**src/rtl/sram_port_arbiter_if.sv**
```systemverilog
// rtl/sram_port_arbiter_if.sv - DMA/pixel requester, SRAM and read-return signals of the SRAM port arbiter
interface sram_port_arbiter_if #(
  parameter int DW = 32,
  parameter int AW = 9,
  parameter int LW = 4
);
  logic          dma_req_i;
  logic          dma_wr_i;
  logic [AW-1:0] dma_addr_i;
  logic [LW-1:0] dma_len_i;
  logic [DW-1:0] dma_wdata_i;
  logic          dma_gnt_o;
  logic          dma_beat_o;
  logic          dma_done_o;

  logic          pix_req_i;
  logic [AW-1:0] pix_addr_i;
  logic [LW-1:0] pix_len_i;
  logic          pix_gnt_o;
  logic          pix_done_o;

  logic          sram_cs_n_o;
  logic          sram_wr_n_o;
  logic [AW-1:0] sram_addr_o;
  logic [DW-1:0] sram_wdata_o;
  logic [DW-1:0] sram_rdata_i;

  logic [DW-1:0] rdata_o;
  logic          rdata_vld_o;
  logic          rdata_own_o;
  logic          busy_o;

  // Arbiter side
  modport slave (
    input  dma_req_i, dma_wr_i, dma_addr_i, dma_len_i, dma_wdata_i,
    output dma_gnt_o, dma_beat_o, dma_done_o,
    input  pix_req_i, pix_addr_i, pix_len_i,
    output pix_gnt_o, pix_done_o,
    output sram_cs_n_o, sram_wr_n_o, sram_addr_o, sram_wdata_o,
    input  sram_rdata_i,
    output rdata_o, rdata_vld_o, rdata_own_o, busy_o
  );

  // Requester / SRAM side
  modport master (
    output dma_req_i, dma_wr_i, dma_addr_i, dma_len_i, dma_wdata_i,
    input  dma_gnt_o, dma_beat_o, dma_done_o,
    output pix_req_i, pix_addr_i, pix_len_i,
    input  pix_gnt_o, pix_done_o,
    input  sram_cs_n_o, sram_wr_n_o, sram_addr_o, sram_wdata_o,
    output sram_rdata_i,
    input  rdata_o, rdata_vld_o, rdata_own_o, busy_o
  );
endinterface

```
**src/rtl/sram_port_arbiter.sv**
```systemverilog
// rtl/sram_port_arbiter.sv - round-robin burst arbiter sharing one synchronous SRAM between DMA and pixel ports
module sram_port_arbiter #(
  parameter int DW = 32,
  parameter int AW = 9,
  parameter int LW = 4
) (
  input logic               clk,
  input logic               rst,
  sram_port_arbiter_if.slave bus
);
  typedef enum logic {IDLE, BURST} state_t;

  state_t        state_q, state_d;
  logic          own_q;       // 1 = pixel owns the current burst
  logic          wr_q;
  logic          gnt_q;
  logic          last_pix_q;  // last served requester was pixel
  logic          vld_q;
  logic          vld_own_q;
  logic [AW-1:0] addr_q;
  logic [LW-1:0] cnt_q;       // beats remaining after the current one
  logic          in_burst;
  logic          start;
  logic          pick_pix;
  logic          last_beat;

  assign in_burst  = (state_q == BURST);
  assign start     = (state_q == IDLE) && (bus.dma_req_i || bus.pix_req_i);
  assign pick_pix  = bus.pix_req_i && (!bus.dma_req_i || !last_pix_q);
  assign last_beat = in_burst && (cnt_q == '0);

  always_ff @(posedge clk or posedge rst) begin
    if (rst) state_q <= IDLE;
    else     state_q <= state_d;
  end

  always_comb begin
    state_d = state_q;
    case (state_q)
      IDLE:    if (start) state_d = BURST;
      BURST:   if (cnt_q == '0) state_d = IDLE;
      default: state_d = IDLE;
    endcase
  end

  always_ff @(posedge clk or posedge rst) begin
    if (rst) begin
      own_q      <= 1'b0;
      wr_q       <= 1'b0;
      gnt_q      <= 1'b0;
      last_pix_q <= 1'b1;
      vld_q      <= 1'b0;
      vld_own_q  <= 1'b0;
      addr_q     <= '0;
      cnt_q      <= '0;
    end else begin
      gnt_q     <= start;
      vld_q     <= in_burst && !wr_q;
      vld_own_q <= own_q;
      if (start) begin
        own_q      <= pick_pix;
        wr_q       <= !pick_pix && bus.dma_wr_i;
        addr_q     <= pick_pix ? bus.pix_addr_i : bus.dma_addr_i;
        cnt_q      <= pick_pix ? bus.pix_len_i : bus.dma_len_i;
        last_pix_q <= pick_pix;
      end else if (in_burst) begin
        // Address wraps naturally at 2^AW
        addr_q <= addr_q + AW'(1);
        cnt_q  <= cnt_q - LW'(1);
      end
    end
  end

  assign bus.sram_cs_n_o  = !in_burst;
  assign bus.sram_wr_n_o  = !(in_burst && wr_q);
  assign bus.sram_addr_o  = addr_q;
  assign bus.sram_wdata_o = (in_burst && wr_q) ? bus.dma_wdata_i : '0;

  assign bus.dma_gnt_o  = gnt_q && !own_q;
  assign bus.pix_gnt_o  = gnt_q && own_q;
  assign bus.dma_beat_o = in_burst && wr_q;
  assign bus.dma_done_o = last_beat && !own_q;
  assign bus.pix_done_o = last_beat && own_q;

  // SRAM read data arrives one cycle after its beat; pass it through only when valid
  assign bus.rdata_o     = vld_q ? bus.sram_rdata_i : '0;
  assign bus.rdata_vld_o = vld_q;
  assign bus.rdata_own_o = vld_q && vld_own_q;
  assign bus.busy_o      = in_burst;
endmodule

```
**src/flat_wrapper.sv**
```systemverilog
// flat-port wrapper written by rule: the top's interface ports become plain ports
module sram_port_arbiter_flat 
#(
  parameter int DW = 32,
  parameter int AW = 9,
  parameter int LW = 4
)
  (clk, rst, bus_dma_req_i, bus_dma_wr_i, bus_dma_addr_i, bus_dma_len_i, bus_dma_wdata_i, bus_dma_gnt_o, bus_dma_beat_o, bus_dma_done_o, bus_pix_req_i, bus_pix_addr_i, bus_pix_len_i, bus_pix_gnt_o, bus_pix_done_o, bus_sram_cs_n_o, bus_sram_wr_n_o, bus_sram_addr_o, bus_sram_wdata_o, bus_sram_rdata_i, bus_rdata_o, bus_rdata_vld_o, bus_rdata_own_o, bus_busy_o);
  sram_port_arbiter_if #(.DW(DW), .AW(AW), .LW(LW)) bus_i ();
  input logic clk;
  input logic rst;
  input wire logic [$bits(bus_i.dma_req_i)-1:0] bus_dma_req_i;
  input wire logic [$bits(bus_i.dma_wr_i)-1:0] bus_dma_wr_i;
  input wire logic [$bits(bus_i.dma_addr_i)-1:0] bus_dma_addr_i;
  input wire logic [$bits(bus_i.dma_len_i)-1:0] bus_dma_len_i;
  input wire logic [$bits(bus_i.dma_wdata_i)-1:0] bus_dma_wdata_i;
  output wire logic [$bits(bus_i.dma_gnt_o)-1:0] bus_dma_gnt_o;
  output wire logic [$bits(bus_i.dma_beat_o)-1:0] bus_dma_beat_o;
  output wire logic [$bits(bus_i.dma_done_o)-1:0] bus_dma_done_o;
  input wire logic [$bits(bus_i.pix_req_i)-1:0] bus_pix_req_i;
  input wire logic [$bits(bus_i.pix_addr_i)-1:0] bus_pix_addr_i;
  input wire logic [$bits(bus_i.pix_len_i)-1:0] bus_pix_len_i;
  output wire logic [$bits(bus_i.pix_gnt_o)-1:0] bus_pix_gnt_o;
  output wire logic [$bits(bus_i.pix_done_o)-1:0] bus_pix_done_o;
  output wire logic [$bits(bus_i.sram_cs_n_o)-1:0] bus_sram_cs_n_o;
  output wire logic [$bits(bus_i.sram_wr_n_o)-1:0] bus_sram_wr_n_o;
  output wire logic [$bits(bus_i.sram_addr_o)-1:0] bus_sram_addr_o;
  output wire logic [$bits(bus_i.sram_wdata_o)-1:0] bus_sram_wdata_o;
  input wire logic [$bits(bus_i.sram_rdata_i)-1:0] bus_sram_rdata_i;
  output wire logic [$bits(bus_i.rdata_o)-1:0] bus_rdata_o;
  output wire logic [$bits(bus_i.rdata_vld_o)-1:0] bus_rdata_vld_o;
  output wire logic [$bits(bus_i.rdata_own_o)-1:0] bus_rdata_own_o;
  output wire logic [$bits(bus_i.busy_o)-1:0] bus_busy_o;
  assign bus_i.dma_req_i = bus_dma_req_i;
  assign bus_i.dma_wr_i = bus_dma_wr_i;
  assign bus_i.dma_addr_i = bus_dma_addr_i;
  assign bus_i.dma_len_i = bus_dma_len_i;
  assign bus_i.dma_wdata_i = bus_dma_wdata_i;
  assign bus_dma_gnt_o = bus_i.dma_gnt_o;
  assign bus_dma_beat_o = bus_i.dma_beat_o;
  assign bus_dma_done_o = bus_i.dma_done_o;
  assign bus_i.pix_req_i = bus_pix_req_i;
  assign bus_i.pix_addr_i = bus_pix_addr_i;
  assign bus_i.pix_len_i = bus_pix_len_i;
  assign bus_pix_gnt_o = bus_i.pix_gnt_o;
  assign bus_pix_done_o = bus_i.pix_done_o;
  assign bus_sram_cs_n_o = bus_i.sram_cs_n_o;
  assign bus_sram_wr_n_o = bus_i.sram_wr_n_o;
  assign bus_sram_addr_o = bus_i.sram_addr_o;
  assign bus_sram_wdata_o = bus_i.sram_wdata_o;
  assign bus_i.sram_rdata_i = bus_sram_rdata_i;
  assign bus_rdata_o = bus_i.rdata_o;
  assign bus_rdata_vld_o = bus_i.rdata_vld_o;
  assign bus_rdata_own_o = bus_i.rdata_own_o;
  assign bus_busy_o = bus_i.busy_o;
  sram_port_arbiter #(.DW(DW), .AW(AW), .LW(LW)) u_core (.clk(clk), .rst(rst), .bus(bus_i));
endmodule
```
**config.mk**
```make
export PLATFORM = sky130hd
export DESIGN_NAME = sram_port_arbiter_flat
export DESIGN_NICKNAME = d
export VERILOG_FILES = /design/src/rtl/sram_port_arbiter_if.sv /design/src/rtl/sram_port_arbiter.sv /design/src/flat_wrapper.sv
export SDC_FILE = /design/constraint.sdc
export NUM_CORES = 1
export LEC_CHECK = 0
export CAP_MARGIN = 20
export CELL_PAD_IN_SITES_DETAIL_PLACEMENT = 0
export CELL_PAD_IN_SITES_GLOBAL_PLACEMENT = 1
export CORE_UTILIZATION = 19
export CTS_CLUSTER_DIAMETER = 150
export DETAILED_ROUTE_END_ITERATION = 10
export PLACE_DENSITY_LB_ADDON = 0.1
export SYNTH_ARGS = -nofsm -noshare
export SYNTH_HDL_FRONTEND = slang
export SYNTH_SLANG_ARGS = --single-unit
```
**constraint.sdc**
```tcl
create_clock -name clk -period 3.3 [get_ports clk]
set_clock_uncertainty 0.05 [all_clocks]
set_input_delay 0.495 -clock clk [delete_from_list [all_inputs] [get_ports clk]]
set_output_delay 0.495 -clock clk [all_outputs]
set_load 0.01 [all_outputs]
```
==> flow_summary.toml, run 1 <==
[cells_and_area]
layoutNonFillerInstCount = 467
area.growth.synth_to_final_pct = 116
multi_input_area_sq_um = 991
final_area_sq_um = 3490
drive_gt1_frac = 0.0304
nets = 461
regArea_sq_um = 502
fin_util = 0.425
nFillCells = 858
n_antenna_cell = 0

[power]
pwr-share-clk = 0.077
power_frac_comb = 0.656
netSwitchingFraction = 0.398
power.density_nw_per_um2 = 625
p_leak_nw = 1.45
netSwitchingPower_mw = 0.867
p_seq_frac = 0.267
vdd_drop_max_mv = 0.240
intPower_mw = 1.31
total_power_mw = 2.18

[route]
wire_per_inst_um = 15.0
vias = 2106
wl_um = 7000
drc = 0
drtIter0Drc = 75
drt-pass1-iter-count = 4
via_per_inst = 4.51
antenna_left = 0

[worst_setup_path]
startpoint_type = "flip-flop"
required_ns = 2.75
crit_type = "reg2out"
crit_fanout = 4
arrival_ns = 2.31
end_kind = "output port"

[yosys]
ys_warn_count = 0
synth_area_leaders = "dfrtp_1, and2_1, and3_1"
synth_edf_count = 0
synth_top_cell_area_share = 0.295
syn-mean-instance-area_sq_um = 8.23
yosys.area.top_type = "dfrtp_1"
syn-cell-area_sq_um = 1610
synthFlopType = "dfrtp_1"
yosysUniqueCellTypes = 44
syn-num-nets = 294
ys_ff_latch = 20
ys_seq_area_frac = 0.311
syn_inst = 196
async_reset_ff_frac = 1.00
synth_common_cells = "and2_1, and3_1, dfrtp_1"

[timing]
slew_viol_final = 0
setup_slack_ns = 0.447
hold_slack_ns = 0.451
clock.fmax_ghz = 0.350
post-route-period-util = 0.865
setup_violations = 0
rsz0062_at_grt = "false"
tightest_slew_ns = 0.808
finalCriticalPeriod_ns = 2.85
finalSetupTns_ns = 0
slew_headroom = 0.461
hold_viol = 0

[die]
rows = 33
die_w_um = 94.1
pin_count = 178
coreArea_sq_um = 8220
initial_utilization = 0.196
die_height_um = 94.1
die-area_sq_um = 8860

[placed_design]
place_inst = 463
io_buffer_count = 177
dp_hpwl_um = 5540
gp_congestion = 0.736
postPlaceCellArea_sq_um = 3440
place_ws_ns = 0.724

[global_routing]
grt_usage = 0.153
grt_pass1_wl_um = 10400
grt_antenna_before_repair = 0
grt_max_degree = 55
grt_overflow_total = 0
grt_pass1_vias = 1979

[clocking]
postCtsSetupBuffers = 0
clk_latency_ns = 0.25
clock_path_buffers = 2
cts_buffers = 3
clkTransAtPathRegs_ns = 0.08
cts_root_buffer = "clkbuf_8"
cts_max_level = 1
cts_hold_buffers = 0
cts_tree = "done"
cts_resized = 0
clkSinkCount = 20

[flow_run]
cap_violations = 0

[worst_hold_path]
hold_path_class = "reg2reg"

[run_status]
outcome = "completed"
## power groups by stage
stage          combinational [mW]  sequential [mW]  clock [mW]
5_1_grt                      1.56            0.618       0.184
4_1_cts                      1.45            0.587       0.174
3_5_place_dp                 1.45            0.593           0
2_1_floorplan               0.699            0.512           0
3_3_place_gp                 1.45            0.587           0
6_report                     1.43            0.582       0.167
## area by class of cell
cell class	count	area share
inverter	9	0.00968
multi-input combinational	150	0.284
tap	105	0.0376
timing repair buffer	179	0.512
clock buffer	4	0.0129
sequential	20	0.144
## sequential cells by signal (all words and copies together), names as in the netlist
register                count
u_core.own_q                1
u_core.bus.rdata_vld_o      1
u_core.bus.busy_o           1
u_core.last_pix_q           1
u_core.wr_q                 1
u_core.gnt_q                1
u_core.cnt_q                4
u_core.vld_own_q            1
u_core.bus.sram_addr_o      9
## kinds of logic after synthesis
logic type      count (synthesis)  share of synthesized area
compound gates                 35                      0.174
xor+xnor                        1                    0.00543
fa+ha+maj                       3                     0.0233
buf+inv                        26                     0.0745
flops                          20                      0.311
mux                             2                     0.0124
simple gates                  109                      0.400
## critical path, stage by stage (launching register included)
cell and delay [ns]:
dfrtp_1 0.41, inv_1 0.09, ha_1 0.14, nor4b_1 0.65
nor2b_1 0.23, clkdlybuf4s50_1 0.54
## cell usage in the layout (no fill, tap or decap), drive strengths merged, types with 2 or more instances in the layout
| master | Yosys | layout |
|---|---|---|
| o21ai | 3 | 3 |
| a221oi | 4 | 4 |
| dfrtp | 19 | 19 |
| nor2 | 7 | 7 |
| buf | 6 | 2 |
| o32a | 2 | 2 |
| ha | 3 | 3 |
| clkbuf | 11 | 4 |
| nor3 | 9 | 9 |
| o221ai | 3 | 3 |
| or2 | 2 | 2 |
| and4 | 2 | 2 |
| a21oi | 3 | 3 |
| o32ai | 5 | 5 |
| o211ai | 3 | 3 |
| inv | 9 | 9 |
| and2 | 35 | 35 |
| nand2 | 6 | 6 |
| nor2b | 2 | 2 |
| and3 | 35 | 35 |
| nand3 | 5 | 5 |
| a311oi | 2 | 2 |
| o221a | 2 | 2 |
| clkdlybuf4s50 | 0 | 177 |
| mux2i | 2 | 2 |
## path summary, 6_finish.rpt
kind | slack, ns | depth (start not counted) | startpoint | endpoint
setup / recovery | 0.45 | 5 | u_core.cnt_q[0]$_DFFE_PP0P_ | bus_dma_done_o
hold / removal | 0.45 | 0 | u_core.own_q$_DFFE_PP0P_ | u_core.vld_own_q$_DFF_PP0_
setup reg to reg | 1.39 | 5 | u_core.bus.busy_o$_DFF_PP0_ | u_core.bus.sram_addr_o[8]$_DFFE_PP0P_
hold reg to reg | 0.45 | 0 | u_core.own_q$_DFFE_PP0P_ | u_core.vld_own_q$_DFF_PP0_
max in group asynchronous | 2.06 | 2 | rst | u_core.cnt_q[1]$_DFFE_PP0P_
min in group asynchronous | 0.65 | 2 | rst | u_core.gnt_q$_DFF_PP0_
## metal layers
layer  vias to the layer above  global-route usage  wire (um)
met5                         -                   0          0
met4                         0              0.0269         62
met3                         4              0.0372        521
met2                        84               0.294       3740
met1                       974               0.170       2670
li1                       1044                   -          -
(Power assumes the default switching activity.)
==> inputs of run 2 (changes only) <==
--- a/config.mk
+++ b/config.mk
@@ -10,8 +10,10 @@
 export CELL_PAD_IN_SITES_GLOBAL_PLACEMENT = 1
 export CORE_UTILIZATION = 19
 export CTS_CLUSTER_DIAMETER = 150
+export CTS_CLUSTER_SIZE = 10
 export DETAILED_ROUTE_END_ITERATION = 10
 export PLACE_DENSITY_LB_ADDON = 0.1
+export REMOVE_ABC_BUFFERS = 1
 export SYNTH_ARGS = -nofsm -noshare
 export SYNTH_HDL_FRONTEND = slang
 export SYNTH_SLANG_ARGS = --single-unit
==> flow_summary.toml, run 2 (synthesized netlist as in run 1, its figures left out) <==
[route]
via_per_inst = 4.50
wire_per_inst_um = 14.9
drt-pass1-iter-count = 4
antenna_left = 0
drtIter0Drc = 108
drc = 0
vias = 2100
wl_um = 6940

[clocking]
postCtsSetupBuffers = 0
cts_resized = 0
cts_max_level = 1
cts_buffers = 3
clk_latency_ns = 0.26
cts_hold_buffers = 0
cts_root_buffer = "clkbuf_8"
clkTransAtPathRegs_ns = 0.08
clkSinkCount = 20
cts_tree = "done"
clock_path_buffers = 2

[timing]
setup_violations = 0
hold_slack_ns = 0.447
slew_viol_final = 0
finalCriticalPeriod_ns = 2.57
setup_slack_ns = 0.732
slew_headroom = 0.448
rsz0062_at_grt = "false"
post-route-period-util = 0.778
tightest_slew_ns = 0.828
hold_viol = 0
finalSetupTns_ns = 0
clock.fmax_ghz = 0.389

[die]
coreArea_sq_um = 8220
initial_utilization = 0.196
die_w_um = 94.1
rows = 33
pin_count = 178
die-area_sq_um = 8860
die_height_um = 94.1

[worst_setup_path]
end_kind = "output port"
startpoint_type = "flip-flop"
arrival_ns = 2.02
worstPathCellList = "inv_1, ha_1, nor4b_1, and2_1, clkdlybuf4s50_1"
crit_fanout = 4
cp_slowest_cell = "clkdlybuf4s50_1"
crit_type = "reg2out"
cpPeakStageDelay_ns = 0.54
required_ns = 2.75

[cells_and_area]
final_cell_mix = "clkdlybuf4s50_1, and3_1, and2_1, dfrtp_1, nor3_1"
drive_gt1_frac = 0.0331
largest_register_ffs = 9
n_antenna_cell = 0
nets = 461
final_common_cell = "clkdlybuf4s50_1"
area.growth.synth_to_final_pct = 117

[placed_design]
place_ws_ns = 0.983
gp_congestion = 0.742
dp_hpwl_um = 5360
io_buffer_count = 177

[worst_hold_path]
hold_path_class = "reg2reg"

[power]
power.density_nw_per_um2 = 628
p_leak_nw = 1.45
vdd_drop_max_mv = 0.296

[flow_run]
cap_violations = 0

[run_status]
outcome = "completed"

[global_routing]
grt_antenna_before_repair = 0
grt_max_degree = 55
grt_pass1_vias = 1943
grt_overflow_total = 0
grt_pass1_wl_um = 10600
grt_usage = 0.154
-- run 2: cell types whose count changed in the layout (fill, tap and decap cells not counted) --
cell	change
clkbuf_1	-1
clkbuf_8	+1
-- run 2: area by class of cell --
type / count / area, sq um
Multi-Input combinational cell: 150 / 991
Sequential cell: 20 / 502
Fill cell: 846 / 4720
Inverter: 9 / 33.8
Clock buffer: 4 / 55.1
Tap cell: 105 / 131
Timing Repair Buffer: 179 / 1790
-- run 2: stage by stage --
| stage | cells | util | power (mW) | area [sq um] |
|---|---|---|---|---|
| final | 467 | 0.426 | 2.20 | 3500 |
| after global routing | 467 | 0.426 | 2.38 | 3500 |
| after CTS | 467 | 0.426 | 2.22 | 3500 |
| after detailed placement | 463 | 0.419 | 2.03 | 3440 |
| after global placement | 463 | 0.419 | 2.03 | 3440 |
| after floorplan | 179 | - | 1.16 | 1530 |
-- run 2: worst paths after layout --
check,start,to,cells past startpoint,slack [ns]
min,u_core.own_q$_DFFE_PP0P_,u_core.vld_own_q$_DFF_PP0_,0,0.45
min in group asynchronous,rst,u_core.vld_own_q$_DFF_PP0_,2,0.62
max in group asynchronous,rst,u_core.cnt_q[2]$_DFFE_PP0P_,2,2.09
min reg2reg,u_core.own_q$_DFFE_PP0P_,u_core.vld_own_q$_DFF_PP0_,0,0.45
max reg2reg,u_core.bus.busy_o$_DFF_PP0_,u_core.bus.sram_addr_o[6]$_DFFE_PP0P_,5,1.41
max,u_core.cnt_q[0]$_DFFE_PP0P_,bus_pix_done_o,5,0.73
-- run 2: metal layers --
layer,global-route usage,part of all wire,vias to the layer above
met5,0,0,-
met4,0.0205,0.0065,0
met3,0.0348,0.080,4
met2,0.283,0.51,97
met1,0.185,0.40,949
li1,-,-,1050
-- run 2: worst max-delay path: cells and delay by family (launching register included) --
family / cells / cell delay (ns)
adder cells (fa/ha/maj): 1 / 0.14
flip-flops: 1 / 0.41
buffers and inverters: 2 / 0.63
AND/OR/NAND/NOR: 2 / 0.59
-- run 2: power by group --
group	total (mW)	switching (mW)	internal, mW
Sequential	0.577	0.208	0.369
Clock	0.187	0.0810	0.106
Combinational	1.43	0.573	0.859
==> inputs of run 3 (changes only) <==
--- a/config.mk
+++ b/config.mk
@@ -8,7 +8,7 @@
 export CAP_MARGIN = 20
 export CELL_PAD_IN_SITES_DETAIL_PLACEMENT = 0
 export CELL_PAD_IN_SITES_GLOBAL_PLACEMENT = 1
-export CORE_UTILIZATION = 19
+export CORE_UTILIZATION = 16
 export CTS_CLUSTER_DIAMETER = 150
 export CTS_CLUSTER_SIZE = 10
 export DETAILED_ROUTE_END_ITERATION = 10
==> constraint.sdc (replaced) <==
create_clock -name clk -period 2.27 [get_ports clk]
set_clock_uncertainty 0.05 [all_clocks]
set_input_delay 0.3405 -clock clk [delete_from_list [all_inputs] [get_ports clk]]
set_output_delay 0.3405 -clock clk [all_outputs]
set_load 0.01 [all_outputs]
==> flow_summary.toml, run 3 (synthesized netlist as in run 1, its figures left out) <==
[run_status]
outcome = "completed"

[die]
initial_utilization = 0.165
coreArea_sq_um = 9770
die-area_sq_um = 10500
die_w_um = 102
die_height_um = 102
rows = 36
pin_count = 178

[cells_and_area]
n_antenna_cell = 0
area.growth.synth_to_final_pct = 123
multi_input_area_sq_um = 997
largest_register_ffs = 9
nFillCells = 1005
final_common_cell = "clkdlybuf4s50_1"
fin_util = 0.367
regArea_sq_um = 502
final_cell_mix = "clkdlybuf4s50_1, and3_1, and2_1, dfrtp_1"
nets = 468
drive_gt1_frac = 0.0542

[route]
drt-pass1-iter-count = 4
vias = 2145
wire_per_inst_um = 15.0
antenna_left = 0
wl_um = 7550
via_per_inst = 4.27
drc = 0
drtIter0Drc = 83

[clocking]
cts_max_level = 1
clock_path_buffers = 2
clkTransAtPathRegs_ns = 0.08
clk_latency_ns = 0.26
cts_tree = "done"
cts_buffers = 3
clkSinkCount = 20
cts_hold_buffers = 0
cts_root_buffer = "clkbuf_8"

[global_routing]
grt_usage = 0.137
grt_overflow_total = 0
grt_antenna_before_repair = 0
grt_max_degree = 39
grt_pass1_vias = 2009
grt_pass1_wl_um = 11000

[flow_run]
cap_violations = 0

[worst_setup_path]
worstPathCellList = "buf_4, and3_1, clkdlybuf4s50_1"
crit_type = "reg2out"
cp_slowest_cell = "clkdlybuf4s50_1"
startpoint_type = "flip-flop"
arrival_ns = 1.72
r2r_slack_ns = 0.47
crit_fanout = 38
cpPeakStageDelay_ns = 0.56
required_ns = 1.88
end_kind = "output port"

[timing]
finalCriticalPeriod_ns = 2.11
finalSetupTns_ns = 0
setup_violations = 0
hold_viol = 0
tightest_slew_ns = 0.569
slew_viol_final = 0
setup_slack_ns = 0.159
post-route-period-util = 0.930
clock.fmax_ghz = 0.474
hold_slack_ns = 0.372
rsz0062_at_grt = "false"
slew_headroom = 0.621

[power]
power_frac_comb = 0.681
netSwitchingFraction = 0.396
intPower_mw = 1.97
p_leak_nw = 1.50
netSwitchingPower_mw = 1.29
vdd_drop_max_mv = 0.493
pwr-share-clk = 0.087
power.density_nw_per_um2 = 910
p_seq_frac = 0.232

[placed_design]
place_ws_ns = 0.131
gp_congestion = 0.772
dp_hpwl_um = 5850
io_buffer_count = 177

[worst_hold_path]
hold_path_class = "in2async"
-- run 3: cell count changes in the layout (fill, tap and decap cells not counted), sizes merged --
cell and change:
buf +7, clkdlybuf4s50 -2, dlygate4sd2 +2
-- run 3: worst paths after layout --
kind	end	cells past startpoint	startpoint
worst min-delay path	u_core.gnt_q$_DFF_PP0_	3	rst
max in group asynchronous	u_core.last_pix_q$_DFFE_PP1P_	3	rst
min in group clk	u_core.bus.rdata_vld_o$_DFF_PP0_	1	u_core.wr_q$_DFFE_PP0P_
worst min register to register	u_core.bus.rdata_vld_o$_DFF_PP0_	1	u_core.wr_q$_DFFE_PP0P_
worst max register to register	u_core.bus.sram_addr_o[8]$_DFFE_PP0P_	5	u_core.bus.busy_o$_DFF_PP0_
worst max-delay path	bus_sram_wdata_o[19]	3	u_core.bus.busy_o$_DFF_PP0_
-- run 3: area by class of cell --
class / instances / share of cell area
multi-input combinational: 150 / 0.278
sequential: 20 / 0.140
inverter: 9 / 0.00941
timing repair buffer: 186 / 0.511
tap: 133 / 0.0463
clock buffer: 4 / 0.0153
-- run 3: critical path, delay by kind of cell (launching register included) --
kind / cells / cell delay (ns)
buf+inv: 2 / 0.87
flops: 1 / 0.37
simple gates: 1 / 0.21
-- run 3: per-stage QoR --
stage | cells | instance area [sq um] | total power, mW
finish | 502 | 3590 | 3.27
global route | 502 | 3590 | 3.53
CTS | 502 | 3590 | 3.32
detailed placement | 498 | 3530 | 3.01
global placement | 498 | 3530 | 3.01
floorplan | 179 | 1530 | 1.69
-- run 3: layer usage --
layer  share of wire  vias up  global-route usage
met5               0        -                   0
met4          0.0086        0              0.0242
met3           0.082        7              0.0280
met2            0.49      101               0.252
met1            0.42      974               0.165
li1                -     1063                   -
-- run 3: power by group through the flow --
stage / Clock, mW / Combinational [mW] / Sequential [mW]
after global routing: 0.306 / 2.43 / 0.795
after floorplan: 0 / 0.858 / 0.833
after CTS: 0.299 / 2.26 / 0.761
after detailed placement: 0 / 2.25 / 0.764
after global placement: 0 / 2.25 / 0.761
final: 0.285 / 2.22 / 0.758
-- run 3: timing repair --
item                       CTS  global route
buffers inserted             0             0
setup endpoints to repair    2             0
resized for setup            3             0
